===== src/rtl/sprite_pkg.sv =====
// Shared types and constants for the sprite row writer.
// A row word packs PX_PER_WORD pixels, and lane 0 is the leftmost pixel.
package sprite_pkg;
  localparam int BIT_DEPTH   = 4;
  localparam int SPRITE_W    = 16;
  localparam int ROM_ADDR_W  = 8;
  localparam int PX_PER_WORD = 4;
  localparam int RAM_ADDR_W  = 8;

  typedef logic [BIT_DEPTH-1:0]             pixel_t;
  typedef logic [PX_PER_WORD*BIT_DEPTH-1:0] row_word_t;

  localparam pixel_t TRANSPARENT = 4'h0;

  typedef enum logic [2:0] {IDLE, RDREQ, FILL, WRITE, DONE} state_t;

  // A mirrored sprite reads source column 15-d for destination pixel d.
  function automatic logic [3:0] src_col(input logic [3:0] d, input logic flip);
    return flip ? ~d : d;
  endfunction
endpackage


===== src/rtl/sprite_row_writer_lane_merge.sv =====
// Replaces one pixel lane of a row word.
// A transparent pixel leaves the existing lane value in place.
module lane_merge
  import sprite_pkg::*;
(
  input  row_word_t   word,
  input  logic [1:0]  lane,
  input  pixel_t      pixel,
  output row_word_t   merged
);
  genvar gi;
  generate
    for (gi = 0; gi < PX_PER_WORD; gi++) begin : g_lane
      assign merged[gi*BIT_DEPTH +: BIT_DEPTH] =
        ((int'(lane) == gi) && (pixel != TRANSPARENT)) ? pixel
                                                       : word[gi*BIT_DEPTH +: BIT_DEPTH];
    end
  endgenerate
endmodule


===== src/rtl/sprite_row_writer.sv =====
// Copies one 16-px sprite row from the image ROM into the row buffer.
// Each touched word is read, merged pixel by pixel, and then written back.
module sprite_row_writer
  import sprite_pkg::*;
(
  input  logic                  Clk,
  input  logic                  Reset,
  input  logic                  start,
  input  logic [9:0]            sprite_x,
  input  logic [3:0]            sprite_row,
  input  logic                  flip_h,
  output logic [ROM_ADDR_W-1:0] rom_addr,
  input  pixel_t                rom_data,
  output logic [RAM_ADDR_W-1:0] ram_raddr,
  input  row_word_t             ram_rdata,
  output logic [RAM_ADDR_W-1:0] ram_waddr,
  output row_word_t             ram_wdata,
  output logic                  ram_we,
  output logic                  busy,
  output logic                  done
);
  state_t                  state_reg, state_next;
  logic [1:0]              x_lane_reg, x_lane_next;
  logic [3:0]              row_reg, row_next;
  logic                    flip_reg, flip_next;
  logic [RAM_ADDR_W-1:0]   word_reg, word_next;
  logic [4:0]              d_reg, d_next;     // dest px whose ROM data arrives this FILL cycle
  logic                    first_reg, first_next;
  row_word_t               merge_reg, merge_next;

  logic [1:0]  fill_lane;
  logic [4:0]  issue_d;
  row_word_t   merge_base;
  row_word_t   merged;

  assign fill_lane  = x_lane_reg + d_reg[1:0];
  // During FILL the address runs one pixel ahead of the data that is returning.
  assign issue_d    = (state_reg == FILL) ? d_reg + 5'd1 : d_reg;
  assign merge_base = first_reg ? ram_rdata : merge_reg;

  lane_merge u_lane_merge (
    .word   (merge_base),
    .lane   (fill_lane),
    .pixel  (rom_data),
    .merged (merged)
  );

  always_ff @(posedge Clk) begin
    if (Reset) begin
      state_reg  <= IDLE;
      x_lane_reg <= '0;
      row_reg    <= '0;
      flip_reg   <= 1'b0;
      word_reg   <= '0;
      d_reg      <= '0;
      first_reg  <= 1'b0;
      merge_reg  <= '0;
    end else begin
      state_reg  <= state_next;
      x_lane_reg <= x_lane_next;
      row_reg    <= row_next;
      flip_reg   <= flip_next;
      word_reg   <= word_next;
      d_reg      <= d_next;
      first_reg  <= first_next;
      merge_reg  <= merge_next;
    end
  end

  always_comb begin
    state_next  = state_reg;
    x_lane_next = x_lane_reg;
    row_next    = row_reg;
    flip_next   = flip_reg;
    word_next   = word_reg;
    d_next      = d_reg;
    first_next  = first_reg;
    merge_next  = merge_reg;
    rom_addr    = '0;
    ram_raddr   = '0;
    ram_waddr   = '0;
    ram_wdata   = '0;
    ram_we      = 1'b0;
    busy        = 1'b0;
    done        = 1'b0;

    case (state_reg)
      IDLE: begin
        if (start) begin
          x_lane_next = sprite_x[1:0];
          row_next    = sprite_row;
          flip_next   = flip_h;
          word_next   = sprite_x[9:2];
          d_next      = '0;
          state_next  = RDREQ;
        end
      end
      RDREQ: begin
        busy       = 1'b1;
        ram_raddr  = word_reg;
        rom_addr   = {row_reg, src_col(issue_d[3:0], flip_reg)};
        first_next = 1'b1;
        state_next = FILL;
      end
      FILL: begin
        busy       = 1'b1;
        rom_addr   = {row_reg, src_col(issue_d[3:0], flip_reg)};
        merge_next = merged;
        first_next = 1'b0;
        d_next     = d_reg + 5'd1;
        if (fill_lane == 2'd3 || d_reg == 5'd15)
          state_next = WRITE;
      end
      WRITE: begin
        busy      = 1'b1;
        ram_we    = 1'b1;
        ram_waddr = word_reg;
        ram_wdata = merge_reg;
        // Stop once the sprite is consumed, or if the next word would lie past the buffer.
        if (d_reg[4] || word_reg == '1) begin
          state_next = DONE;
        end else begin
          word_next  = word_reg + 1'b1;
          state_next = RDREQ;
        end
      end
      DONE: begin
        done       = 1'b1;
        state_next = IDLE;
      end
      default: state_next = IDLE;
    endcase
  end
endmodule


===== config.mk =====
export PLATFORM = sky130hd
export DESIGN_NAME = sprite_row_writer
export DESIGN_NICKNAME = d
export VERILOG_FILES = /design/src/rtl/sprite_pkg.sv /design/src/rtl/sprite_row_writer_lane_merge.sv /design/src/rtl/sprite_row_writer.sv
export SDC_FILE = /design/constraint.sdc
export NUM_CORES = 1
export LEC_CHECK = 0
export ABC_AREA = 0
export BUFFER_PORTS_ARGS = -buffer_cell sky130_fd_sc_hd__buf_2
export CORE_ASPECT_RATIO = 2
export CORE_UTILIZATION = 47
export DETAILED_ROUTE_END_ITERATION = 8
export HOLD_SLACK_MARGIN = 0.03
export MAX_ROUTING_LAYER = met4
export PLACE_DENSITY = 0.77
export SLEW_MARGIN = 20
export SYNTH_ARGS = -nofsm -noshare
export SYNTH_HDL_FRONTEND = slang
export SYNTH_HIERARCHICAL = 1
export SYNTH_SLANG_ARGS = --single-unit

===== constraint.sdc =====
create_clock -name Clk -period 2 [get_ports Clk]
set_input_delay 0.4 -clock Clk [delete_from_list [all_inputs] [get_ports Clk]]
set_output_delay 0.4 -clock Clk [all_outputs]
set_load 0.02 [all_outputs]

Word level (Yosys, flattened, before mapping)

Index checks and enable logic that the tools add are counted.

Memories: 0
RAM bits: 0
Register bits after elaboration: 40
Memory bits (read-only): 0
Word-level logic and storage cells: 78
Input bits: 38
Output and inout port bits: 43
Bits in latches: 0

Reduce and logical (&&, ||, !) cells: 26
Muxes and demuxes: 24
Equal/unequal tests: 13
$add $sub $neg: 3
Div/mod/pow operators: 0
Shifts and indexed selects: 0
Bitwise gates (word level): 1
Multipliers: 0
Magnitude comparators: 0

Operators by type and width:

| kind                | count |
|---|---|
| $mux 8              | 5 |
| $mux 16             | 2 |
| $mux 4              | 6 |
| $pmux 8 s2          | 1 |
| $reduce_and 2->1    | 7 |
| $reduce_bool 2->1   | 7 |
| $pmux 3 s4          | 1 |
| $pmux 5 s2          | 1 |
| $mux 3              | 3 |
| $add 8x1->8 const B | 1 |
| $eq 8x8->1 const B  | 1 |
| $eq 2x2->1 const B  | 3 |
| $eq 3x2->1 const B  | 2 |
| $add 5x1->5 const B | 1 |
| $eq 5x4->1 const B  | 1 |
| $mux 5              | 1 |
| $logic_and 1x1->1   | 4 |
| $ne 2x2->1 const B  | 2 |
| $not 4->4           | 1 |
| $reduce_bool 4->1   | 1 |
| $eq 3x1->1 const B  | 1 |
| $eq 3x3->1 const B  | 1 |
| $logic_not 3->1     | 1 |
| $mux 1              | 3 |
| 9 further kinds     | 10 |

Longest topological paths before layout

Gate-level depths: netlist of the first run.

Word-level depth: 5
Mapped depth: 8
Mapped depth without buffers: 8

Cells and area by module

Netlist of the first run, hierarchy kept.

By module, submodules not included:

| module            | cells each | area each (sq um) | sequential area each (sq um) | times used |
|---|---|---|---|---|
| sprite_row_writer | 309        | 2,391.0           | 800.8                        | 1 |
| lane_merge        | 24         | 211.5             | 0.0                          | 1 |

Worst setup path before layout of the first run

No wires, ideal clock.

Path type: register to output
Start: register state_reg[2]
End: output port rom_addr[0]
Required time: 1,600 ps
Data arrival time: 1,894 ps
Path slack: -294 ps
Cell stages (with the launch flop): 9
Buffers on the path: 3
Cell sequence: dfxtp_1 -> buf_6 -> or3b_1 -> buf_2 -> inv_1 -> buf_2 -> ha_1 -> xor2_1 -> nor2_1

Cells in the longest elaborated chain, start to end: 5
Elaborated cells on any way between the ends: 7
Classes of those cells: eq/ne: 2; mux: 3; bitwise: 1; reduce/logical: 1

Ends and longest elaborated chain:

| element                  | RTL line                                         | text |
|---|---|---|
| start: declaration       | sprite_row_writer.sv:22                          | `state_t state_reg, state_next;` |
| start signal: assignment | sprite_row_writer.sv:59                          | `state_reg <= state_next;` |
| $eq 3x2->1               | sprite_row_writer.sv:38, sprite_row_writer.sv:87 |  |
| $mux 4                   | sprite_row_writer.sv:38                          | `assign issue_d = (state_reg == FILL) ? d_reg + 5'd1 : d_reg;` |
| $not 4->4                | sprite_pkg.sv:19                                 | `return flip ? ~d : d;` |
| $mux 4                   | sprite_pkg.sv:19                                 |  |
| $mux 8 *                 | --                                               |  |
| end: declaration         | sprite_row_writer.sv:12                          | `output logic [ROM_ADDR_W-1:0] rom_addr,` |

Every way passes the cells marked *; elsewhere a longest branch is shown, timed or not.

Worst setup path after layout of the first run

Start: register state_reg[2]
End: output port rom_addr[1]

Same word-level chain as after synthesis.

==> metrics.txt, run 1 <==
# TYPE chip_impl_metric gauge
chip_impl_info{name="synth_ff_type",value="sky130_fd_sc_hd__dfxtp_1"} 1
chip_impl_metric{name="synth.top_cell.area_share",unit="%"} 30.77
chip_impl_metric{name="cts_buffer_depth",unit=""} 2
chip_impl_metric{name="synth_seq_cells",unit=""} 40
chip_impl_metric{name="r2r_slack",unit="ns"} 0.01
chip_impl_info{name="netlist_top_cells_count",value="63 x sky130_fd_sc_hd__nand2_1, 40 x sky130_fd_sc_hd__dfxtp_1, 36 x sky130_fd_sc_hd__a21oi_1"} 1
chip_impl_metric{name="ctsHoldBuffers",unit=""} 0
chip_impl_metric{name="path_max_fanout",unit=""} 7
chip_impl_metric{name="route.detailed.drc",unit=""} 0
chip_impl_info{name="startpoint_type",value="register"} 1
chip_impl_metric{name="transition_time_at_the_pin_with_the_least_slew_margin",unit="ns"} 0.6027
chip_impl_info{name="timing.critical_path.max_delay_family",value="simple AND/OR/NAND/NOR gates"} 1
chip_impl_metric{name="hold_crit_depth",unit=""} 3
chip_impl_metric{name="initial_utilization",unit="%"} 48.44
chip_impl_info{name="critical-path-slowest-cell",value="sky130_fd_sc_hd__or3b_4"} 1
chip_impl_metric{name="flip_flop_count_of_the_largest_register_after_layout",unit=""} 16
chip_impl_metric{name="async_flop_share",unit="%"} 0
chip_impl_info{name="timing.rr.start",value="x_lane_reg[0]$_SDFFE_PP0P_"} 1
chip_impl_metric{name="flow.area_growth_from_synthesis",unit="%"} 33.65
chip_impl_metric{name="grt_usage",unit="%"} 27.05
chip_impl_info{name="r2r-end",value="merge_reg[4]$_SDFFE_PP0P_"} 1
chip_impl_metric{name="routabilityCongestion",unit=""} 0.7928
chip_impl_metric{name="reg2reg_depth",unit=""} 8
chip_impl_metric{name="synthesis.instances",unit=""} 333
chip_impl_metric{name="finish.net_count",unit=""} 469
chip_impl_metric{name="synth-adder-area-share",unit="%"} 2.404
chip_impl_metric{name="port_buffers",unit=""} 80
chip_impl_metric{name="htree_num_levels",unit=""} 2
chip_impl_metric{name="antenna_violating_nets_post_route",unit=""} 0
chip_impl_metric{name="compound_gate_fraction_of_synth_area",unit="%"} 22.36
chip_impl_metric{name="pin_count_of_the_biggest_net_entering_global_routing",unit=""} 32
chip_impl_info{name="min-delay-start",value="sprite_x[1]"} 1
chip_impl_metric{name="synthSimpleGateAreaFrac",unit="%"} 29.57
chip_impl_info{name="hold-path-endpoint",value="x_lane_reg[1]$_SDFFE_PP0P_"} 1
chip_impl_metric{name="final.min_clock_period",unit="ns"} 2.162
chip_impl_metric{name="place.detailed.instances",unit=""} 468
chip_impl_metric{name="detail_route.vias_per_cell",unit=""} 5.852
chip_impl_metric{name="chipWidth",unit="um"} 54.62
chip_impl_info{name="worst_setup_ep_type",value="output pin"} 1
chip_impl_metric{name="number_of_detailed_route_iterations_in_the_first_pass",unit=""} 4
chip_impl_metric{name="report.final.hold_viol_count",unit=""} 0
chip_impl_metric{name="grt_antenna_before_repair",unit=""} 0
chip_impl_metric{name="whs",unit="ns"} 0.3294
chip_impl_metric{name="yosysUniqueCellTypes",unit=""} 53
chip_impl_metric{name="setup_violations",unit=""} 8
chip_impl_metric{name="stdcell_count",unit=""} 487
chip_impl_info{name="worstPathCellList",value="or3b_4 > inv_4 > buf_8 > a221oi_1 > a21oi_1 > buf_4"} 1
chip_impl_metric{name="totalWireLength",unit="um"} 7622
chip_impl_metric{name="irDropWorstVdd",unit="uV"} 604.2
chip_impl_metric{name="hpwlAfterDp",unit="um"} 5279
chip_impl_metric{name="post_synthesis_cell_area",unit="sq um"} 2602
chip_impl_info{name="ys_top_cells_by_area",value="sky130_fd_sc_hd__dfxtp_1 31%, sky130_fd_sc_hd__nand2_1 9.1%, sky130_fd_sc_hd__and2_1 8.4%"} 1
chip_impl_metric{name="synthXorXnorAreaFrac",unit="%"} 2.019
chip_impl_metric{name="wire_length_of_the_first_global_routing_pass",unit="um"} 11550
chip_impl_metric{name="clk_latency",unit="ns"} 0.30
chip_impl_metric{name="critical_path_buf_inv_count",unit=""} 3
chip_impl_info{name="min_path_type",value="in -> reg"} 1
chip_impl_metric{name="die_height",unit="um"} 107.2
chip_impl_info{name="status",value="complete, but fails checks"} 1
chip_impl_metric{name="fp.dieArea",unit="sq um"} 5857
chip_impl_metric{name="synthMuxAreaShare",unit="%"} 7.356
chip_impl_metric{name="fin_total_pwr",unit="uW"} 2297
chip_impl_metric{name="power.density_cell_area",unit="nW/um^2"} 660.3
chip_impl_metric{name="crit_path_max_incr_delay",unit="ns"} 0.46
chip_impl_info{name="violations",value="negative setup slack"} 1
chip_impl_metric{name="clock-sinks",unit=""} 40
chip_impl_info{name="synthMostInstantiatedCell",value="sky130_fd_sc_hd__nand2_1"} 1
chip_impl_metric{name="core_area",unit="sq um"} 5373
chip_impl_info{name="synth_top_family_by_area",value="simple AND/OR/NAND/NOR gates"} 1
chip_impl_metric{name="via_count",unit=""} 2850
chip_impl_metric{name="setup_slack",unit="ns"} -0.1618
chip_impl_metric{name="power.leakage",unit="uW"} 0.001575
chip_impl_metric{name="worst_ep_required_time",unit="ns"} 1.60
chip_impl_metric{name="synth_enable_flop_cells",unit=""} 0
chip_impl_metric{name="clkTransAtPathRegs",unit="ns"} 0.08
chip_impl_metric{name="timing.final.crit_share",unit="%"} 108.1
chip_impl_metric{name="synth_sequential_area_ratio",unit="%"} 30.77
chip_impl_metric{name="drive_above_1_share",unit="%"} 41.22
chip_impl_metric{name="detailedPlace.worstSlack",unit="ns"} 0.05188
chip_impl_metric{name="drt_iter0_drc",unit=""} 135
chip_impl_metric{name="avgSynthCellArea",unit="sq um"} 7.815
chip_impl_metric{name="route.detailed.wl_per_inst",unit="um"} 15.65
chip_impl_info{name="cts-root-buf",value="sky130_fd_sc_hd__clkbuf_8"} 1
chip_impl_info{name="cts_tree",value="done"} 1
chip_impl_metric{name="worst_ep_arrival_time",unit="ns"} 1.76
chip_impl_info{name="setup.worst_path.class",value="reg -> out"} 1
chip_impl_metric{name="ys.warnings.count",unit=""} 6
chip_impl_metric{name="synthesis.nets",unit=""} 376
chip_impl_metric{name="antenna_cells",unit=""} 0
chip_impl_metric{name="timing.max_cap.violations",unit=""} 0
chip_impl_metric{name="top_level_ports",unit=""} 81
chip_impl_metric{name="max_freq",unit="GHz"} 0.4626
chip_impl_metric{name="num_rows",unit=""} 38
chip_impl_metric{name="numCtsBuffers",unit=""} 5
chip_impl_info{name="post-synth-top-area-cell",value="sky130_fd_sc_hd__dfxtp_1"} 1
chip_impl_metric{name="skew",unit="ns"} 0.01115
chip_impl_info{name="rsz0062_at_grt",value="true"} 1
chip_impl_metric{name="number_of_global_route_vias_before_repair",unit=""} 2604
chip_impl_metric{name="overflow",unit=""} 0
chip_impl_metric{name="finalMaxSlewViolations",unit=""} 0
chip_impl_metric{name="fin_tns_setup",unit="ns"} -0.5720
chip_impl_metric{name="slew-limit-headroom",unit="%"} 59.82
-- how the worst max path moves through the flow --
stage / startpoint / end / slack, ns / cells after the start
floorplan: state_reg[0]$_SDFFE_PP0P_ / rom_addr[0] / -0.07 / 8
finish: state_reg[2]$_SDFFE_PP0P_ / rom_addr[1] / -0.16 / 6
global placement: state_reg[0]$_SDFFE_PP0P_ / rom_addr[2] / 0.06 / 6
CTS: state_reg[2]$_SDFFE_PP0P_ / rom_addr[0] / -0.14 / 6
detailed placement: state_reg[0]$_SDFFE_PP0P_ / rom_addr[3] / 0.05 / 6
global route: state_reg[2]$_SDFFE_PP0P_ / rom_addr[1] / -0.22 / 6
-- worst min-delay path: stages --
cell and delay, ns:
sky130_fd_sc_hd__buf_2 0.09, sky130_fd_sc_hd__nand2_1 0.04, sky130_fd_sc_hd__a21oi_1 0.05
-- cell type report --
cell class | count | area (sq um)
timing repair buffer | 113 | 715.7
tap | 60 | 75.07
inverter | 6 | 25.02
clock buffer | 7 | 96.34
clock inverter | 1 | 30.03
multi-input combinational | 260 | 1732
fill | 478 | 1894
sequential | 40 | 804.5
-- logic make-up (layout without fill, tap and decap cells) --
group | count (synthesis) | count (layout)
muxes | 17 | 17
adders and majority gates | 5 | 5
DFF | 40 | 40
and+or+nand+nor | 149 | 149
xor gates and xnor gates | 6 | 6
buffers and inverters | 33 | 127
AOI/OAI and AO/OA | 83 | 83
-- stage by stage --
| stage | utilization, % | area (sq um) |
|---|---|---|
| floorplan | - | 2639 |
| global placement | 58.43 | 3139 |
| detailed placement | 58.43 | 3139 |
| CTS | 61.74 | 3317 |
| global route | 64.74 | 3478 |
| finish | 64.74 | 3478 |
-- what timing repair did --
item / CTS / global route
endpoints found under the hold margin: 0 / 0
pin swaps: 3 / 2
endpoints found under the setup margin: 8 / 33
buffers inserted: 0 / 10
resized for setup: 17 / 25
gates cloned: 0 / 1
-- cell usage in the layout (no fill, tap or decap), drive strengths merged, types with 2 or more instances in the layout --
| cell | instances |
|---|---|
| a211oi | 2 |
| a21oi | 36 |
| a221oi | 3 |
| a22o | 13 |
| a311oi | 2 |
| a31o | 2 |
| a31oi | 4 |
| a32o | 6 |
| and2 | 35 |
| and2b | 2 |
| and3 | 2 |
| buf | 113 |
| clkbuf | 7 |
| dfxtp | 40 |
| ha | 5 |
| inv | 6 |
| mux2 | 17 |
| nand2 | 63 |
| nand3 | 8 |
| nand3b | 2 |
| nand4 | 2 |
| nor2 | 14 |
| nor2b | 6 |
| nor3 | 4 |
| o21ai | 6 |
| o22ai | 3 |
| or4 | 2 |
| xnor2 | 5 |
-- where the power goes --
part | leakage (uW) | switching (uW) | internal [uW] | total [uW]
sequential | 0.000327 | 50.4 | 844 | 895
clock | 0.0000645 | 300 | 441 | 741
combinational | 0.00118 | 348 | 313 | 661
total | 0.00158 | 698 | 1600 | 2300
-- routing by layer --
layer | vias up | wire length [um] | GRT usage (%)
met1 | 1348 | 2788 | 27.62
met5 | - | 0 | -
met2 | 126 | 4238 | 47.42
met4 | 0 | 267 | 13.19
met3 | 22 | 328 | 3.262
li1 | 1354 | - | -
Note: power is estimated with default switching activity, not from simulation.
==> run 2, diff against run 1 <==
Settings changed: CORE_ASPECT_RATIO 2 to 0.5, CORE_UTILIZATION 47 to 48, CTS_BUF_LIST from default to sky130_fd_sc_hd__clkbuf_4 sky130_fd_sc_hd__clkbuf_8, PLACE_DENSITY 0.77 to 0.79.
==> run 2 against run 1 <==
  * The run still ends with negative setup slack left
  * Core utilization up 5.2 points
  * Clock power down 4.9%
  * Count of clock-buffer cells in the layout down 1
  * Flip-flop and latch count unchanged
  * Critical path type unchanged
  * Critical endpoint is now rom_addr[0]
==> metrics.txt, run 2 (synthesized netlist as in run 1, its figures left out) <==
# TYPE chip_impl_metric gauge
chip_impl_info{name="status",value="complete, but fails checks"} 1
chip_impl_info{name="violations",value="negative setup slack"} 1
chip_impl_info{name="layout_common_cells",value="61 x sky130_fd_sc_hd__nand2_1, 54 x sky130_fd_sc_hd__buf_2, 37 x sky130_fd_sc_hd__dfxtp_1"} 1
chip_impl_info{name="worst_setup_ep_type",value="output pin"} 1
chip_impl_metric{name="final.min_clock_period",unit="ns"} 2.173
chip_impl_metric{name="drt_iter0_drc",unit=""} 199
chip_impl_metric{name="grt_usage",unit="%"} 25.85
chip_impl_info{name="timing.critical_path.max_delay_family",value="simple AND/OR/NAND/NOR gates"} 1
chip_impl_metric{name="detailedPlace.worstSlack",unit="ns"} 0.009625
chip_impl_info{name="cts_tree",value="done"} 1
chip_impl_metric{name="totalWireLength",unit="um"} 7551
chip_impl_metric{name="numCtsBuffers",unit=""} 5
chip_impl_metric{name="initial_utilization",unit="%"} 51.36
chip_impl_metric{name="transition_time_at_the_pin_with_the_least_slew_margin",unit="ns"} 0.4949
chip_impl_metric{name="slew-limit-headroom",unit="%"} 67.01
chip_impl_metric{name="num_rows",unit=""} 18
chip_impl_metric{name="flip_flop_count_of_the_largest_register_after_layout",unit=""} 16
chip_impl_metric{name="fp.dieArea",unit="sq um"} 5738
chip_impl_metric{name="power.density_cell_area",unit="nW/um^2"} 625.7
chip_impl_metric{name="via_count",unit=""} 2831
chip_impl_metric{name="routabilityCongestion",unit=""} 0.8648
chip_impl_metric{name="setup_violations",unit=""} 9
chip_impl_metric{name="overflow",unit=""} 0
chip_impl_metric{name="skew",unit="ns"} 0.01227
chip_impl_metric{name="timing.final.crit_share",unit="%"} 108.6
chip_impl_metric{name="grt_antenna_before_repair",unit=""} 0
chip_impl_metric{name="worst_ep_required_time",unit="ns"} 1.60
chip_impl_metric{name="placed_area",unit="sq um"} 3127
chip_impl_metric{name="critical_path_buf_inv_count",unit=""} 2
chip_impl_info{name="rsz0062_at_grt",value="true"} 1
chip_impl_metric{name="power.leakage",unit="uW"} 0.001556
chip_impl_metric{name="number_of_detailed_route_iterations_in_the_first_pass",unit=""} 5
chip_impl_metric{name="stdcell_area",unit="sq um"} 3545
chip_impl_metric{name="final.fill_count",unit=""} 395
chip_impl_metric{name="finalMaxSlewViolations",unit=""} 0
chip_impl_metric{name="htree_num_levels",unit=""} 2
chip_impl_info{name="most_common_library_cell_in_the_layout_ignoring_fill_and_taps",value="sky130_fd_sc_hd__nand2_1"} 1
chip_impl_info{name="startpoint_type",value="register"} 1
chip_impl_metric{name="ff_latch_area",unit="sq um"} 804.5
chip_impl_info{name="min_path_type",value="in -> reg"} 1
chip_impl_metric{name="detail_route.vias_per_cell",unit=""} 5.778
chip_impl_metric{name="cts_buffer_depth",unit=""} 2
chip_impl_metric{name="whs",unit="ns"} 0.3426
chip_impl_metric{name="antenna_violating_nets_post_route",unit=""} 0
chip_impl_metric{name="port_buffers",unit=""} 80
chip_impl_metric{name="drive_above_1_share",unit="%"} 42.62
chip_impl_info{name="critical-path-slowest-cell",value="sky130_fd_sc_hd__or3b_4"} 1
chip_impl_metric{name="irDropWorstVdd",unit="uV"} 349.2
chip_impl_metric{name="pin_count_of_the_biggest_net_entering_global_routing",unit=""} 25
chip_impl_metric{name="path_max_fanout",unit=""} 4
chip_impl_info{name="cts-root-buf",value="sky130_fd_sc_hd__clkbuf_8"} 1
chip_impl_metric{name="crit_path_max_incr_delay",unit="ns"} 0.43
chip_impl_metric{name="timing.max_cap.violations",unit=""} 0
chip_impl_metric{name="worst_ep_arrival_time",unit="ns"} 1.77
chip_impl_metric{name="top_level_ports",unit=""} 81
chip_impl_metric{name="flow.area_growth_from_synthesis",unit="%"} 36.20
chip_impl_metric{name="report.final.hold_viol_count",unit=""} 0
chip_impl_metric{name="setup_slack",unit="ns"} -0.1728
chip_impl_metric{name="hpwlAfterDp",unit="um"} 4992
chip_impl_metric{name="chipWidth",unit="um"} 106.1
chip_impl_metric{name="clock-sinks",unit=""} 40
chip_impl_metric{name="route.detailed.wl_per_inst",unit="um"} 15.41
chip_impl_metric{name="max_freq",unit="GHz"} 0.4602
chip_impl_info{name="worstPathCellList",value="or3b_4 > inv_4 > ha_4 > xor2_2 > nor2_2 > buf_6"} 1
chip_impl_metric{name="finish.net_count",unit=""} 462
chip_impl_metric{name="clkTransAtPathRegs",unit="ns"} 0.08
chip_impl_metric{name="clk_latency",unit="ns"} 0.30
chip_impl_metric{name="core_area",unit="sq um"} 5067
chip_impl_metric{name="number_of_global_route_vias_before_repair",unit=""} 2483
chip_impl_metric{name="multiInputGateArea",unit="sq um"} 1749
chip_impl_metric{name="wire_length_of_the_first_global_routing_pass",unit="um"} 11310
chip_impl_metric{name="die_height",unit="um"} 54.07
chip_impl_metric{name="antenna_cells",unit=""} 0
chip_impl_metric{name="route.detailed.drc",unit=""} 0
chip_impl_info{name="setup.worst_path.class",value="reg -> out"} 1
run 2: cell types whose count changed in the layout (fill, tap and decap cells not counted), sizes merged:
cell	delta
clkinv	+1
buf	-8
run 2: repair_timing:
| item | in CTS | in global routing |
|---|---|---|
| pin swaps | 3 | 1 |
| gates cloned | 0 | 2 |
| endpoints found under the setup margin | 35 | 46 |
| gates resized for setup | 18 | 54 |
| setup buffers | 4 | 3 |
| hold buffers | 0 | 0 |
run 2: routing by layer:
metal | vias up | track usage, % | routed length (um)
met1 | 1357 | 31.05 | 3261
met2 | 116 | 45.78 | 3753
met4 | 0 | 8.102 | 114
li1 | 1343 | - | -
met5 | - | - | 0
met3 | 15 | 4.116 | 421
run 2: worst paths after layout:
| check | start | end | slack [ns] | depth (start not counted) |
|---|---|---|---|---|
| worst min-delay path | sprite_row[3] | row_reg[3]$_SDFFE_PP0P_ | 0.34 | 3 |
| worst min register to register | row_reg[1]$_SDFFE_PP0P_ | row_reg[1]$_SDFFE_PP0P_ | 0.46 | 2 |
| worst max-delay path | state_reg[0]$_SDFFE_PP0P_ | rom_addr[0] | -0.17 | 6 |
| worst max register to register | state_reg[2]$_SDFFE_PP0P_ | word_reg[7]$_SDFFE_PP0P_ | 0.04 | 7 |
run 2: through the flow:
step / cells / setup TNS [ns] / power, uW / util [%]
2_1_floorplan: 333 / -0.1058 / 1298 / -
3_3_place_gp: 473 / 0 / 1439 / 61.70
3_5_place_dp: 473 / 0 / 1461 / 61.70
4_1_cts: 485 / -0.4096 / 2186 / 65.73
5_1_grt: 490 / -1.571 / 2320 / 69.95
6_report: 490 / -0.5425 / 2218 / 69.95
run 2: worst min-delay path, stage by stage:
cell	delay (ns)
sky130_fd_sc_hd__buf_2	0.09
sky130_fd_sc_hd__nand2_1	0.04
sky130_fd_sc_hd__a21oi_1	0.05
run 2: power breakdown:
group | internal (uW) | leakage, uW | total (uW) | switching [uW]
sequential | 844 | 0.000327 | 897 | 52.7
combinational | 284 | 0.00117 | 616 | 332
clock | 408 | 0.0000614 | 705 | 297
total | 1540 | 0.00156 | 2220 | 681
run 2: area by class of cell:
class	count	area share, %
Clock buffer	6	2.330
Clock inverter	2	1.094
Inverter	6	0.7766
Multi-Input combinational cell	260	49.35
Sequential cell	40	22.70
Tap cell	70	2.471
Timing Repair Buffer	106	21.28
==> run 3, diff against run 2 <==
Settings changed: CELL_PAD_IN_SITES_DETAIL_PLACEMENT from default to 1, CELL_PAD_IN_SITES_GLOBAL_PLACEMENT from default to 2, CORE_UTILIZATION 48 to 32, PLACE_DENSITY 0.79 to default, PLACE_DENSITY_LB_ADDON from default to 0.1.
Clock period 2 ns to 2.6 ns, I/O delays scaled along.
==> run 3 against run 2 <==
  * The run now ends clean
  * Sequential share of layout area is 2.2 points higher
  * Combinational power shrank 33%
  * Global-route usage shrank 5.0 points
  * Core utilization down 28 points
  * Hold slack better by 0.11 ns
  * Flip-flop and latch count did not move
  * Total power down 29%
  * Via count shrank 5.7%
  * Critical path depth decreased by 1
  * Die area is 48% higher
  * Clock skew fell by 0.0074 ns
  * Critical path type unchanged
  * Critical endpoint is now rom_addr[3]
  * Largest cell class unchanged
==> metrics.txt, run 3 (synthesized netlist as in run 1, its figures left out) <==
# TYPE chip_impl_metric gauge
chip_impl_metric{name="grt_usage",unit="%"} 20.85
chip_impl_metric{name="numCtsBuffers",unit=""} 5
chip_impl_metric{name="max_freq",unit="GHz"} 0.4100
chip_impl_metric{name="finalMaxSlewViolations",unit=""} 0
chip_impl_metric{name="skew",unit="ns"} 0.004871
chip_impl_metric{name="fin_tns_setup",unit="ns"} 0
chip_impl_metric{name="clock-sinks",unit=""} 40
chip_impl_metric{name="core_area",unit="sq um"} 7597
chip_impl_metric{name="drt_iter0_drc",unit=""} 101
chip_impl_metric{name="initial_utilization",unit="%"} 34.26
chip_impl_metric{name="slew-limit-headroom",unit="%"} 39.16
chip_impl_metric{name="overflow",unit=""} 0
chip_impl_metric{name="wire_length_of_the_first_global_routing_pass",unit="um"} 13550
chip_impl_metric{name="routabilityCongestion",unit=""} 0.8185
chip_impl_info{name="status",value="finished clean"} 1
chip_impl_metric{name="detailedPlace.worstSlack",unit="ns"} 0.3066
chip_impl_info{name="worstPathCellList",value="or3b_4 > buf_4 > or2_1 > a22oi_1 > buf_2"} 1
chip_impl_metric{name="cts_buffer_depth",unit=""} 2
chip_impl_metric{name="report.final.hold_viol_count",unit=""} 0
chip_impl_info{name="worst_setup_ep_type",value="output pin"} 1
chip_impl_metric{name="setup_slack",unit="ns"} 0.1607
chip_impl_metric{name="route.detailed.drc",unit=""} 0
chip_impl_metric{name="transition_time_at_the_pin_with_the_least_slew_margin",unit="ns"} 0.9061
chip_impl_metric{name="top_level_ports",unit=""} 81
chip_impl_metric{name="r2r_slack",unit="ns"} 0.24
chip_impl_metric{name="worst_ep_arrival_time",unit="ns"} 1.92
chip_impl_metric{name="pin_count_of_the_biggest_net_entering_global_routing",unit=""} 26
chip_impl_metric{name="grt_antenna_before_repair",unit=""} 0
chip_impl_info{name="r2r-end",value="merge_reg[11]$_SDFFE_PP0P_"} 1
chip_impl_metric{name="finish.net_count",unit=""} 448
chip_impl_metric{name="num_rows",unit=""} 22
chip_impl_metric{name="antenna_violating_nets_post_route",unit=""} 0
chip_impl_metric{name="flow.area_growth_from_synthesis",unit="%"} 23.37
chip_impl_metric{name="flip_flop_count_of_the_largest_register_after_layout",unit=""} 16
chip_impl_info{name="rsz0062_at_grt",value="false"} 1
chip_impl_metric{name="post-cts-setup-buffers",unit=""} 0
chip_impl_metric{name="clkTransAtPathRegs",unit="ns"} 0.08
chip_impl_metric{name="timing.final.crit_share",unit="%"} 93.82
chip_impl_metric{name="power.density_cell_area",unit="nW/um^2"} 490.4
chip_impl_metric{name="final.min_clock_period",unit="ns"} 2.439
chip_impl_info{name="setup.worst_path.class",value="reg -> out"} 1
chip_impl_info{name="critical-path-slowest-cell",value="sky130_fd_sc_hd__or3b_4"} 1
chip_impl_metric{name="die_height",unit="um"} 65.77
chip_impl_info{name="timing.critical_path.max_delay_family",value="simple AND/OR/NAND/NOR gates"} 1
chip_impl_info{name="startpoint_type",value="register"} 1
chip_impl_metric{name="number_of_detailed_route_iterations_in_the_first_pass",unit=""} 4
chip_impl_metric{name="timing.max_cap.violations",unit=""} 0
chip_impl_metric{name="irDropWorstVdd",unit="uV"} 206.2
chip_impl_metric{name="worst_ep_required_time",unit="ns"} 2.08
chip_impl_info{name="cts-root-buf",value="sky130_fd_sc_hd__clkbuf_8"} 1
chip_impl_metric{name="chipWidth",unit="um"} 129.5
chip_impl_metric{name="met2_wirelength",unit="um"} 3850
chip_impl_info{name="most_common_library_cell_in_the_layout_ignoring_fill_and_taps",value="sky130_fd_sc_hd__buf_2"} 1
chip_impl_metric{name="clk_latency",unit="ns"} 0.29
chip_impl_metric{name="crit_path_max_incr_delay",unit="ns"} 0.42
chip_impl_metric{name="antenna_cells",unit=""} 0
chip_impl_info{name="min_path_type",value="reg -> reg"} 1
chip_impl_metric{name="detail_route.vias_per_cell",unit=""} 5.193
chip_impl_metric{name="route.detailed.wl_per_inst",unit="um"} 15.78
chip_impl_metric{name="path_max_fanout",unit=""} 21
chip_impl_metric{name="fin_total_pwr",unit="uW"} 1574
chip_impl_metric{name="port_buffers",unit=""} 80
chip_impl_metric{name="via_count",unit=""} 2669
chip_impl_metric{name="fp.dieArea",unit="sq um"} 8520
chip_impl_metric{name="drive_above_1_share",unit="%"} 33.99
chip_impl_metric{name="htree_num_levels",unit=""} 2
chip_impl_info{name="timing.rr.start",value="d_reg[0]$_SDFFE_PP0P_"} 1
chip_impl_metric{name="number_of_global_route_vias_before_repair",unit=""} 2686
chip_impl_metric{name="critical_path_buf_inv_count",unit=""} 2
chip_impl_info{name="min-delay-start",value="row_reg[3]$_SDFFE_PP0P_"} 1
chip_impl_metric{name="setup_violations",unit=""} 0
chip_impl_info{name="layout_common_cells",value="80 x sky130_fd_sc_hd__buf_2, 63 x sky130_fd_sc_hd__nand2_1, 40 x sky130_fd_sc_hd__dfxtp_1"} 1
chip_impl_metric{name="finalCoreUtilization",unit="%"} 42.26
chip_impl_metric{name="totalWireLength",unit="um"} 8109
chip_impl_metric{name="reg2reg_depth",unit=""} 8
chip_impl_info{name="hold-path-endpoint",value="row_reg[3]$_SDFFE_PP0P_"} 1
chip_impl_info{name="highest-signal-layer",value="met4"} 1
chip_impl_metric{name="hpwlAfterDp",unit="um"} 5878
chip_impl_info{name="cts_tree",value="done"} 1
chip_impl_metric{name="routed-wl-met3",unit="um"} 390
chip_impl_metric{name="hold_crit_depth",unit=""} 2
chip_impl_metric{name="power.leakage",unit="uW"} 0.001432
chip_impl_metric{name="wirelength_met1",unit="um"} 3823
chip_impl_metric{name="whs",unit="ns"} 0.4562
## run 3: metrics by stage
step / instance area [sq um] / std cells
after floorplan: 2603 / 333
after global placement: 3107 / 506
after detailed placement: 3107 / 506
after CTS: 3204 / 514
after global routing: 3211 / 514
final: 3211 / 514
## run 3: area by class of cell
cell class | instances | area, sq um
timing repair buffer | 92 | 494.2
fill | 990 | 4387
tap | 108 | 135.1
clock buffer | 8 | 97.59
sequential | 40 | 800.8
inverter | 6 | 22.52
multi-input combinational | 260 | 1660
## run 3: power by group
group | internal (uW) | switching, uW | leakage, uW | total [uW]
clock network | 238 | 228 | 0.0000523 | 466
logic | 180 | 230 | 0.00105 | 410
registers | 649 | 50.3 | 0.000326 | 699
## run 3: repair_timing
item                                    in CTS  in global routing
hold buffers                                 0                  0
endpoints found under the setup margin       0                  5
resized for setup                            0                  2
## run 3: worst max-delay path by stage
stage                                         start                          to  slack [ns]  cells past startpoint
after CTS                 state_reg[1]$_SDFFE_PP0P_                 rom_addr[0]        0.04                      6
after detailed placement      d_reg[0]$_SDFFE_PP0P_  merge_reg[11]$_SDFFE_PP0P_        0.31                      8
final                     state_reg[1]$_SDFFE_PP0P_                 rom_addr[3]        0.16                      5
after global placement    state_reg[1]$_SDFFE_PP0P_                 rom_addr[0]        0.41                      6
after global routing      state_reg[1]$_SDFFE_PP0P_                 rom_addr[3]        0.04                      5
after floorplan           state_reg[2]$_SDFFE_PP0P_                 rom_addr[0]        0.19                      8
## run 3: worst min-delay path, cell delays in order, from the launching register on
cell,delay (ns)
sky130_fd_sc_hd__dfxtp_1,0.31
sky130_fd_sc_hd__nand2_1,0.05
sky130_fd_sc_hd__a21oi_1,0.05
## run 3: routing by layer
metal / global-route usage (%) / vias to the layer above
met3: 3.803 / 7
met2: 35.69 / 66
li1: - / 1315
met5: - / -
met1: 26.20 / 1281
met4: 3.634 / 0
